**src/rtl/boot_run_ctrl.sv**
```systemverilog
// ============================================================================
// Module      : boot_run_ctrl
// Description : Boot/run sequencer for the single-cycle RISC-V core. It loads
//               the program image, holds the core in reset, then runs it until
//               ECALL/EBREAK or the cycle limit is reached.
// Revision    : 1.0 - initial release
// ============================================================================
`default_nettype none

module boot_run_ctrl #(
    parameter int XLEN       = 32,
    parameter int ADDR_W     = 8,
    parameter int CNT_W      = 32,
    parameter int RST_CYCLES = 2,
    parameter int MAX_CYCLES = 10000,
    parameter int LOAD_EN    = 1
) (
    input  logic              clk,
    input  logic              rst,
    input  logic              start,
    input  logic              load_valid,
    input  logic [XLEN-1:0]   load_data,
    input  logic              load_last,
    output logic              load_ready,
    output logic              imem_we,
    output logic [ADDR_W-1:0] imem_addr,
    output logic [XLEN-1:0]   imem_wdata,
    output logic              cpu_rst,
    input  logic              retire_valid,
    input  logic [31:0]       retire_instr,
    output logic [CNT_W-1:0]  cycle_count,
    output logic [CNT_W-1:0]  instr_count,
    output logic              busy,
    output logic              done,
    output logic              timeout,
    output logic              halt_ecall
);

    typedef enum logic [2:0] {
        S_IDLE    = 3'd0,
        S_LOAD    = 3'd1,
        S_HOLD    = 3'd2,
        S_RUN     = 3'd3,
        S_DONE    = 3'd4,
        S_TIMEOUT = 3'd5
    } state_t;

    localparam int               HOLD_W       = (RST_CYCLES > 1) ? $clog2(RST_CYCLES) : 1;
    localparam logic [HOLD_W-1:0] c_HOLD_LAST  = HOLD_W'(RST_CYCLES - 1);
    localparam logic [CNT_W-1:0]  c_LAST_CYCLE = CNT_W'(MAX_CYCLES - 1);
    localparam logic [31:0]       c_ECALL      = 32'h0000_0073;
    localparam logic [31:0]       c_EBREAK     = 32'h0010_0073;

    state_t              r_state;
    state_t              w_state_nxt;
    logic [HOLD_W-1:0]   r_hold_cnt;
    logic [ADDR_W-1:0]   r_ptr;

    logic                r_load_ready;
    logic                r_imem_we;
    logic [ADDR_W-1:0]   r_imem_addr;
    logic [XLEN-1:0]     r_imem_wdata;
    logic                r_cpu_rst;
    logic [CNT_W-1:0]    r_cycle_cnt;
    logic [CNT_W-1:0]    r_instr_cnt;
    logic                r_busy;
    logic                r_done;
    logic                r_timeout;
    logic                r_halt_ecall;

    logic                w_start;
    logic                w_accept;
    logic                w_is_ecall;
    logic                w_halt;
    logic                w_last_cycle;

    always_comb begin
        w_start      = 1'b0;
        w_accept     = 1'b0;
        w_is_ecall   = (retire_instr == c_ECALL);
        w_halt       = 1'b0;
        w_last_cycle = 1'b0;
        w_state_nxt  = r_state;

        case (r_state)
            S_IDLE, S_DONE, S_TIMEOUT: begin
                w_start = start;
                if (start) begin
                    w_state_nxt = (LOAD_EN != 0) ? S_LOAD : S_HOLD;
                end
            end
            S_LOAD: begin
                w_accept = load_valid && r_load_ready;
                if (w_accept && load_last) begin
                    w_state_nxt = S_HOLD;
                end
            end
            S_HOLD: begin
                if (r_hold_cnt == c_HOLD_LAST) begin
                    w_state_nxt = S_RUN;
                end
            end
            S_RUN: begin
                w_halt       = retire_valid && (w_is_ecall || (retire_instr == c_EBREAK));
                w_last_cycle = (r_cycle_cnt == c_LAST_CYCLE);
                // A halt retiring on the final allowed cycle wins over timeout.
                if (w_halt) begin
                    w_state_nxt = S_DONE;
                end else if (w_last_cycle) begin
                    w_state_nxt = S_TIMEOUT;
                end
            end
            default: w_state_nxt = S_IDLE;
        endcase
    end

    always_ff @(posedge clk) begin
        if (rst) begin
            r_state      <= S_IDLE;
            r_hold_cnt   <= '0;
            r_ptr        <= '0;
            r_load_ready <= 1'b0;
            r_imem_we    <= 1'b0;
            r_imem_addr  <= '0;
            r_imem_wdata <= '0;
            r_cpu_rst    <= 1'b1;
            r_cycle_cnt  <= '0;
            r_instr_cnt  <= '0;
            r_busy       <= 1'b0;
            r_done       <= 1'b0;
            r_timeout    <= 1'b0;
            r_halt_ecall <= 1'b0;
        end else begin
            r_state      <= w_state_nxt;
            // Status outputs are decoded from the next state so they line up
            // with the state they describe.
            r_load_ready <= (w_state_nxt == S_LOAD);
            r_cpu_rst    <= (w_state_nxt != S_RUN);
            r_busy       <= (w_state_nxt == S_LOAD) || (w_state_nxt == S_HOLD) ||
                            (w_state_nxt == S_RUN);
            r_imem_we    <= w_accept;

            if (w_accept) begin
                r_imem_addr  <= r_ptr;
                r_imem_wdata <= load_data;
                r_ptr        <= r_ptr + ADDR_W'(1);
            end

            r_hold_cnt <= (r_state == S_HOLD) ? (r_hold_cnt + HOLD_W'(1)) : '0;

            if (w_start) begin
                r_ptr        <= '0;
                r_cycle_cnt  <= '0;
                r_instr_cnt  <= '0;
                r_done       <= 1'b0;
                r_timeout    <= 1'b0;
                r_halt_ecall <= 1'b0;
            end

            if (r_state == S_RUN) begin
                r_cycle_cnt <= r_cycle_cnt + CNT_W'(1);
                if (retire_valid) begin
                    r_instr_cnt <= r_instr_cnt + CNT_W'(1);
                end
            end

            if (w_halt) begin
                r_done       <= 1'b1;
                r_halt_ecall <= w_is_ecall;
            end else if (w_last_cycle) begin
                r_timeout <= 1'b1;
            end
        end
    end

    assign load_ready  = r_load_ready;
    assign imem_we     = r_imem_we;
    assign imem_addr   = r_imem_addr;
    assign imem_wdata  = r_imem_wdata;
    assign cpu_rst     = r_cpu_rst;
    assign cycle_count = r_cycle_cnt;
    assign instr_count = r_instr_cnt;
    assign busy        = r_busy;
    assign done        = r_done;
    assign timeout     = r_timeout;
    assign halt_ecall  = r_halt_ecall;

endmodule

`default_nettype wire

```
**config.mk**
```make
export PLATFORM = sky130hd
export DESIGN_NAME = boot_run_ctrl
export DESIGN_NICKNAME = d
export VERILOG_FILES = /design/src/rtl/boot_run_ctrl.sv
export SDC_FILE = /design/constraint.sdc
export NUM_CORES = 1
export LEC_CHECK = 0
export ABC_AREA = 1
export BUFFER_PORTS_ARGS = -buffer_cell sky130_fd_sc_hd__clkbuf_2
export CORE_MARGIN = 5
export CORE_UTILIZATION = 30
export CTS_CLUSTER_DIAMETER = 150
export DETAILED_ROUTE_END_ITERATION = 8
export GPL_ROUTABILITY_DRIVEN = 0
export RECOVER_POWER = 25
export SLEW_MARGIN = 10
export SYNTH_ARGS = -nofsm -noshare
export SYNTH_HDL_FRONTEND = slang
export SYNTH_SLANG_ARGS = --single-unit
```
**constraint.sdc**
```tcl
create_clock -name clk -period 3.1 [get_ports clk]
set_clock_uncertainty 0.15 [all_clocks]
set_input_delay 0.31 -clock clk [delete_from_list [all_inputs] [get_ports clk]]
set_output_delay 0.31 -clock clk [all_outputs]
set_load 0.03 [all_outputs]
```
==> results.md, run 1 <==
- Syn. warnings: 0
- Final Hold Violating Endpoints: 0
- Number of CTS-inserted buffers: 17
- Final Util: 0.403
- Status: finished, final reports clean
- TritonCTS clock tree: done
- Biggest cell delay along the critical path: 0.40 ns
- Remaining antenna violation count: 0
- GRT Overall Usage: 0.166
- Maximum clock insertion buffer count: 2
- Post-synth EDFFs: 0
- DRC Markers: 0
- Post-synth top area share: 0.403
- Clock transition at path regs: 0.06 ns
- Detail Placement HPWL: 14300 um
- Post-cts sizing count: 0
- Cell area after synthesis: 0.00611 mm2
- Die ar.: 0.0233 mm2
- H-tree depth: 4
- Min setup slack post-route: 0.817 ns
- 1st-iter DRT viols: 389
- Fin nets: 1218
- Dpl ws: 0.901 ns
- Hold Slack: 0.118 ns
- Routed wl met3: 1300 um
- Avg WL per Cell: 13.7 um
- First-pass GRT wire length: 32000 um
- CP required: 3.31 ns
- Core area: 0.0202 mm2
- Worst setup SP type: flip-flop
- CP dominant cell by count: inv_1
- Pwr/cell area: 477 mW/mm2
- Area leader, netlist: dfxtp_1
- Die width: 153 um
- Total of max-cap violations: 0
- Final period util: 0.737
- Ant. Diodes: 0
- Total grt overflow: 0
- Cell Rows: 52
- Port bufs: 180
- Drt first pass iters: 5
- Top FF cell, synth: dfxtp_1
- Met1 WL: 9210 um
- DR vias/cell: 4.67
- Post-Route WL: 19600 um
- Most frequent cells in the layout: nand2_1, nor2_1, dfxtp_1, clkbuf_2, inv_1
- CP max-delay cell: dfxtp_1
- Area Growth Syn to Fin: 33.1%
- Final critical-path required period: 2.28 ns
- Setup TNS Final: 0 ns
- Share of cells above drive strength 1: 0.157
- Synth cell types: 41
- Cells after synthesis: 932
- WS Path Type: flip-flop to flip-flop
- Post-CTS Repair Setup Buffers: 0
- Root buffer cell: clkbuf_16
- Worst vdd ir: 0.360 mV
- CP Data Arrival Time: 2.50 ns
- Max FO, Critical Path: 24
- Static Leakage: 3.37 nW
- Final number of max-transition violations: 0
- Max-slew headroom: 0.474
- Most common cell after layout, fill and taps aside: nand2_1
- Number of global-route vias before repair: 6383
- Power Total: 0.00388 W
- Top sig layer: met4
- Worst-Margin Slew: 0.789 ns
- Critical-path cell list: inv_1 -> nor2_8 -> nand2_4 -> nor2_4 -> inv_1 -> o21ai_0 -> nand2_1 -> inv_1
- Clock latency on the worst-skew pair: 0.41 ns
- Dominant cells by area after synthesis: dfxtp_1, nand2_1, nor2_1
- Initial Utilization: 0.303
- Vias: 6675
- Largest net degree at the start of global routing: 61
- Yosys reg bits: 123
- Unrepaired setup endpoints after global routing: false
- Share of flip-flops with an asynchronous set or reset: 0
- Final setup vio count: 0
- Initial antenna violation count: 0
- HP Class: input pin to flip-flop
- Fmax: 438 MHz
- Post-synthesis sequential area ratio: 0.403
- Syn_area_per_cell: 6.56 um2
- Syn_nets: 1005
- I/O pin count: 181
- Crit. End Element: flip-flop
- Met2 WL: 8870 um
- Die span in y: 153 um
- Clk sink count: 123
metal layers:
metal,vias to the layer above,global-route usage
li1,3460,-
met1,2975,0.219
met2,221,0.267
met3,19,0.0452
met4,0,0.0467
met5,-,0
power breakdown:
group / switching, W / internal, W
Clock: 0.000795 / 0.00120
Sequential: 0.0000118 / 0.00160
Combinational: 0.000168 / 0.0000986
metrics by stage:
step | instances | cell area (um2)
after floorplan | 932 | 6110
after global placement | 1364 | 7290
after detailed placement | 1364 | 7290
after CTS | 1428 | 8200
after global routing | 1428 | 8130
final | 1428 | 8130
worst paths after layout:
| kind | startpoint | end | slack [ns] | depth (start not counted) |
|---|---|---|---|---|
| setup reg to reg | r_state[1]$_SDFF_PP0_ | instr_count[18]$_SDFF_PP0_ | 0.82 | 8 |
| setup / recovery | r_state[1]$_SDFF_PP0_ | instr_count[18]$_SDFF_PP0_ | 0.82 | 8 |
| hold reg to reg | r_hold_cnt$_SDFF_PP0_ | r_hold_cnt$_SDFF_PP0_ | 0.27 | 1 |
| hold / removal | load_last | load_ready$_SDFF_PP0_ | 0.12 | 4 |
cells in the mapped netlist (2+ instances only):
master      n
a22oi_1     3
nand3_2     2
a221oi_1    2
clkbuf_1   15
inv_1     106
ha_1        3
inv_2       3
nor2_4      4
nand4_1    17
nor2_2      2
o21a_1      2
o211ai_1    4
nand3b_1    2
nand3_1    70
buf_2      11
a21oi_1    52
nor3_4      2
a31oi_1     4
nor2_1    186
dfxtp_1   123
a211oi_1    4
nor3_1     29
o21ai_0    77
nand2_1   192
layout make-up:
class	instances	area [um2]
multi-input combinational	672	3110
clock inverter	14	159
inverter	109	409
fill	2148	12000
clock buffer	18	429
sequential	123	2460
tap	270	338
timing repair buffer	222	1220
sequential cells by signal (all words and copies together) (netlist names):
name / cells
cycle_count: 32
imem_wdata: 32
instr_count: 32
imem_addr: 8
r_ptr: 8
r_state: 3
busy: 1
cpu_rst: 1
done: 1
halt_ecall: 1
imem_we: 1
load_ready: 1
r_hold_cnt: 1
timeout: 1
critical path: cells and delay by family, from the launching register on:
kind,cells,cell delay [ns]
DFF,1,0.40
and+or+nand+nor,4,1.02
buffers and inverters,3,0.46
AOI/OAI and AO/OA,1,0.20
what timing repair did:
| action | in CTS | in global routing |
|---|---|---|
| endpoints found under the hold margin | 32 | 0 |
| hold buffers | 32 | 0 |
| setup endpoints to repair | 0 | 0 |
cells by family (layout without fill, tap and decap cells):
kind of cell / Yosys count / after routing / synth area share
compound gates: 155 / 155 / 0.138
fa+ha+maj: 3 / 3 / 0.00614
buf+inv: 137 / 363 / 0.0882
flops: 123 / 123 / 0.403
simple gates: 514 / 514 / 0.365
Power figures use the tool's default switching activity.
==> inputs of run 2 (changes only) <==
- clock period: 3.1 -> 2.4 ns (I/O delays scaled with it)
==> results.md, run 2 (same netlist as run 1, synthesis figures left out) <==
- Status: finished, final reports clean
- Post-Route WL: 19800 um
- Clock latency on the worst-skew pair: 0.42 ns
- Number of CTS-inserted buffers: 17
- Most frequent cells in the layout: nand2_1, nor2_1, dfxtp_1
- CP Data Arrival Time: 2.20 ns
- Worst vdd ir: 0.453 mV
- Maximum clock insertion buffer count: 2
- Largest net degree at the start of global routing: 61
- Die span in y: 153 um
- Core area: 0.0202 mm2
- GRT Overall Usage: 0.168
- 1st-iter DRT viols: 388
- Drt first pass iters: 5
- Ant. Diodes: 0
- Unrepaired setup endpoints after global routing: false
- TritonCTS clock tree: done
- Filler cells: 2140
- Worst setup SP type: flip-flop
- Clock power share: 0.511
- Area Growth Syn to Fin: 33.7%
- Setup TNS Final: 0 ns
- Detail Placement HPWL: 14400 um
- Switching Share: 0.265
- Most common cell after layout, fill and taps aside: nand2_1
- Reg power frac: 0.418
- Power share of the combinational group: 0.071
- CP required: 2.54 ns
- Cell Rows: 52
- Fmax: 487 MHz
- Final number of max-transition violations: 0
- DR vias/cell: 4.70
- Crit. End Element: flip-flop
- Die width: 153 um
- Final Hold Violating Endpoints: 0
- Vias: 6739
- Clk sink count: 123
- Initial antenna violation count: 0
- Pwr/cell area: 610 mW/mm2
- Final critical-path required period: 2.06 ns
- Port bufs: 180
- Share of cells above drive strength 1: 0.161
- Avg WL per Cell: 13.8 um
- Number of global-route vias before repair: 6470
- Static Leakage: 3.39 nW
- DRC Markers: 0
- HP Class: input pin to flip-flop
- DP Cell Count: 1368
- Root buffer cell: clkbuf_16
- First-pass GRT wire length: 32500 um
- Clock transition at path regs: 0.06 ns
- Max FO, Critical Path: 5
- H-tree depth: 4
- Fin nets: 1223
- Remaining antenna violation count: 0
- Final period util: 0.856
- Total grt overflow: 0
- Max-slew headroom: 0.616
- Post-CTS Repair Setup Buffers: 0
- Worst-Margin Slew: 0.576 ns
- I/O pin count: 181
- Final cell count without fillers: 1433
- Die ar.: 0.0233 mm2
- Cell Int Power: 0.00366 W
- Initial Utilization: 0.303
- Switch Pwr: 0.00132 W
- Total of max-cap violations: 0
- WS Path Type: flip-flop to flip-flop
- Final setup vio count: 0
==> run 2: worst paths after layout <==
| check | startpoint | end | slack [ns] | cells after the start |
|---|---|---|---|---|
| hold reg to reg | r_hold_cnt$_SDFF_PP0_ | r_hold_cnt$_SDFF_PP0_ | 0.28 | 1 |
| setup / recovery | cycle_count[1]$_SDFFE_PP0P_ | cycle_count[12]$_SDFFE_PP0P_ | 0.34 | 8 |
| hold / removal | load_last | load_ready$_SDFF_PP0_ | 0.06 | 4 |
| setup reg to reg | cycle_count[1]$_SDFFE_PP0P_ | cycle_count[12]$_SDFFE_PP0P_ | 0.34 | 8 |
==> run 2: final cells by class <==
| type | count | area, um2 | area share |
|---|---|---|---|
| timing repair buffer | 227 | 1280 | 0.156 |
| clock inverter | 15 | 150 | 0.0184 |
| sequential | 123 | 2460 | 0.301 |
| multi-input combinational | 672 | 3110 | 0.381 |
| tap | 270 | 338 | 0.0413 |
| inverter | 109 | 409 | 0.0501 |
| clock buffer | 17 | 425 | 0.0521 |
==> run 2: worst max-delay path: stages (launching register included) <==
cell,delay (ns)
dfxtp_1,0.42
ha_1,0.20
nand2_1,0.07
nor2_1,0.34
nand3_1,0.18
nor2_2,0.22
inv_1,0.11
o211ai_1,0.16
o41ai_1,0.09
==> run 2: repair_timing <==
item / 4_1_cts / 5_1_grt
gates resized for setup: 0 / 0
hold buffers: 33 / 0
endpoints found under the hold margin: 34 / 0
==> run 2: stage by stage <==
stage / utilization / area, um2 / hold WS (ns) / total power [W] / setup WS [ns]
3_5_place_dp: 0.364 / 7340 / 0.263 / 0.00244 / 0.375
6_report: 0.405 / 8170 / 0.0614 / 0.00498 / 0.345
4_1_cts: 0.409 / 8240 / 0.0351 / 0.00505 / 0.368
2_1_floorplan: - / 6110 / 0.191 / 0.00230 / 0.489
3_3_place_gp: 0.364 / 7340 / 0.256 / 0.00244 / 0.378
5_1_grt: 0.405 / 8170 / 0.0644 / 0.00519 / 0.148
==> run 2: power groups by stage <==
stage	registers (W)	clock network (W)	logic (W)
finish	0.00208	0.00255	0.000353
global route	0.00209	0.00271	0.000387
CTS	0.00208	0.00260	0.000358
detailed placement	0.00213	0	0.000316
global placement	0.00213	0	0.000314
floorplan	0.00218	0	0.000121
==> run 2: per-layer routing <==
layer / part of all wire / vias to the layer above / wire length [um] / track usage
met4: 0.014 / 0 / 268 / 0.0458
li1: - / 3464 / - / -
met2: 0.45 / 242 / 8960 / 0.272
met3: 0.073 / 24 / 1440 / 0.0500
met5: 0 / - / 0 / 0
met1: 0.46 / 3009 / 9120 / 0.218
==> inputs of run 3 (changes only) <==
- ABC_AREA: 1 -> not set
==> results.md, run 3 <==
- Post-synth top area share: 0.448
- GRT Overall Usage: 0.165
- Initial Utilization: 0.305
- Maximum clock insertion buffer count: 2
- Final period util: 0.941
- Post-cts sizing count: 0
- TritonCTS clock tree: done
- DP Cell Count: 1068
- Syn_area_per_cell: 8.23 um2
- Remaining antenna violation count: 0
- Filler cells: 1856
- Post-synth top cells: nand2_1, dfxtp_1, a21oi_1
- Most frequent cell after synthesis: nand2_1
- CP Data Arrival Time: 2.45 ns
- DRC Markers: 0
- Synth cell types: 53
- Crit. End Element: flip-flop
- Syn_nets: 741
- Final number of max-transition violations: 0
- Status: finished, final reports clean
- Hold Slack: 0.0201 ns
- Area leader, netlist: dfxtp_1
- Drt first pass iters: 4
- Yosys reg bits: 123
- Max-slew headroom: 0.456
- Unrepaired setup endpoints after global routing: false
- Share of flip-flops with an asynchronous set or reset: 0
- Most frequent cells in the layout: nand2_1, dfxtp_1, clkbuf_2
- Detail Placement HPWL: 12800 um
- Port bufs: 180
- DR vias/cell: 4.93
- Number of global-route vias before repair: 5412
- Number of CTS-inserted buffers: 17
- Avg WL per Cell: 15.6 um
- WS Path Type: flip-flop to flip-flop
- Top FF cell, synth: dfxtp_1
- Worst vdd ir: 0.493 mV
- Largest net degree at the start of global routing: 43
- Final setup vio count: 0
- I/O pin count: 181
- Post-Route WL: 17700 um
- Initial antenna violation count: 1
- Static Leakage: 2.79 nW
- Final critical-path required period: 2.26 ns
- Total of max-cap violations: 0
- Final cell count without fillers: 1135
- Cell Rows: 49
- Fmax: 443 MHz
- H-tree depth: 4
- Worst-Margin Slew: 0.816 ns
- Dominant cells by area after synthesis: dfxtp_1, nand2_1, a21oi_1
- Core area: 0.0180 mm2
- Setup TNS Final: 0 ns
- Cells after synthesis: 668
- Share of cells above drive strength 1: 0.223
- Die width: 145 um
- Clock latency on the worst-skew pair: 0.42 ns
- First-pass GRT wire length: 28700 um
- Area Growth Syn to Fin: 38.0%
- Most common cell after layout, fill and taps aside: nand2_1
- Post-synth EDFFs: 0
- Syn. warnings: 0
- Worst setup SP type: flip-flop
- HP Class: input pin to flip-flop
- Total grt overflow: 0
- Final Hold Violating Endpoints: 0
- Die ar.: 0.0211 mm2
- CP required: 2.60 ns
- Root buffer cell: clkbuf_16
- Fin nets: 965
- Max FO, Critical Path: 13
- Clk sink count: 123
- Vias: 5599
- Die span in y: 145 um
- Clock transition at path regs: 0.06 ns
- Post-synthesis sequential area ratio: 0.448
- Cell area after synthesis: 0.00550 mm2
- 1st-iter DRT viols: 280
- Pwr/cell area: 644 mW/mm2
## run 3: cell count changes after synthesis, sizes merged, moves of 12 or more
cell | before | now
a21oi | 52 | 70
clkbuf | 15 | 28
inv | 109 | 10
nand2 | 194 | 132
nand3 | 72 | 31
nor2 | 193 | 52
nor3 | 32 | 11
nor4 | 1 | 16
o211ai | 4 | 16
o21ai | 78 | 7
or3 | 0 | 19
or4 | 0 | 12
xor2 | 0 | 12
## run 3: final timing paths
check	from	endpoint	slack, ns	depth (start not counted)
hold reg to reg	r_hold_cnt$_SDFF_PP0_	r_hold_cnt$_SDFF_PP0_	0.27	1
setup / recovery	instr_count[7]$_SDFF_PP0_	instr_count[29]$_SDFF_PP0_	0.14	5
hold / removal	rst	cycle_count[1]$_SDFFE_PP0P_	0.02	2
setup reg to reg	instr_count[7]$_SDFF_PP0_	instr_count[29]$_SDFF_PP0_	0.14	5
## run 3: worst max-delay path, cell delays in order, from the launching register on
cell	delay, ns
dfxtp_1	0.43
nand4_1	0.22
nor3_2	0.27
or4b_4	0.58
or4_1	0.42
mux2i_1	0.12
## run 3: power by group
group          internal (W)  switching [W]
clock               0.00138        0.00110
sequential          0.00206      0.0000119
combinational      0.000129       0.000194
## run 3: what timing repair did
item,CTS,global route
setup endpoints to repair,0,2
buffers inserted,0,1
hold endpoints to repair,33,0
hold buffers,33,0
## run 3: stage by stage
step	area (um2)	setup WS [ns]	power, W	utilization
floorplan	5500	0.0670	0.00226	-
global placement	6750	0.189	0.00240	0.374
detailed placement	6750	0.165	0.00240	0.374
CTS	7650	0.137	0.00496	0.424
global route	7590	0.000214	0.00508	0.421
finish	7590	0.143	0.00488	0.421
## run 3: area by class of cell
class / instances / area (um2) / area share
Tap cell: 229 / 287 / 0.0378
Inverter: 10 / 37.5 / 0.00495
Antenna cell: 1 / 2.50 / 0.000330
Sequential cell: 123 / 2460 / 0.325
Multi-Input combinational cell: 499 / 2850 / 0.375
Clock buffer: 17 / 425 / 0.0561
Timing Repair Buffer: 241 / 1380 / 0.182
Clock inverter: 15 / 144 / 0.0190
## run 3: kinds of logic after synthesis
kind of cell | Yosys count | synth area share
buf+inv | 46 | 0.0348
fa+ha+maj | 3 | 0.00683
mux | 14 | 0.0278
compound gates | 119 | 0.132
flops | 123 | 0.448
simple gates | 341 | 0.316
xor+xnor | 22 | 0.0350
## run 3: routing by layer
layer	track usage	part of all wire	up-vias	wire, um
li1	-	-	2865	-
met1	0.210	0.46	2579	8070
met2	0.272	0.48	127	8520
met3	0.0414	0.041	28	727
met4	0.0588	0.021	0	376
met5	0	0	-	0
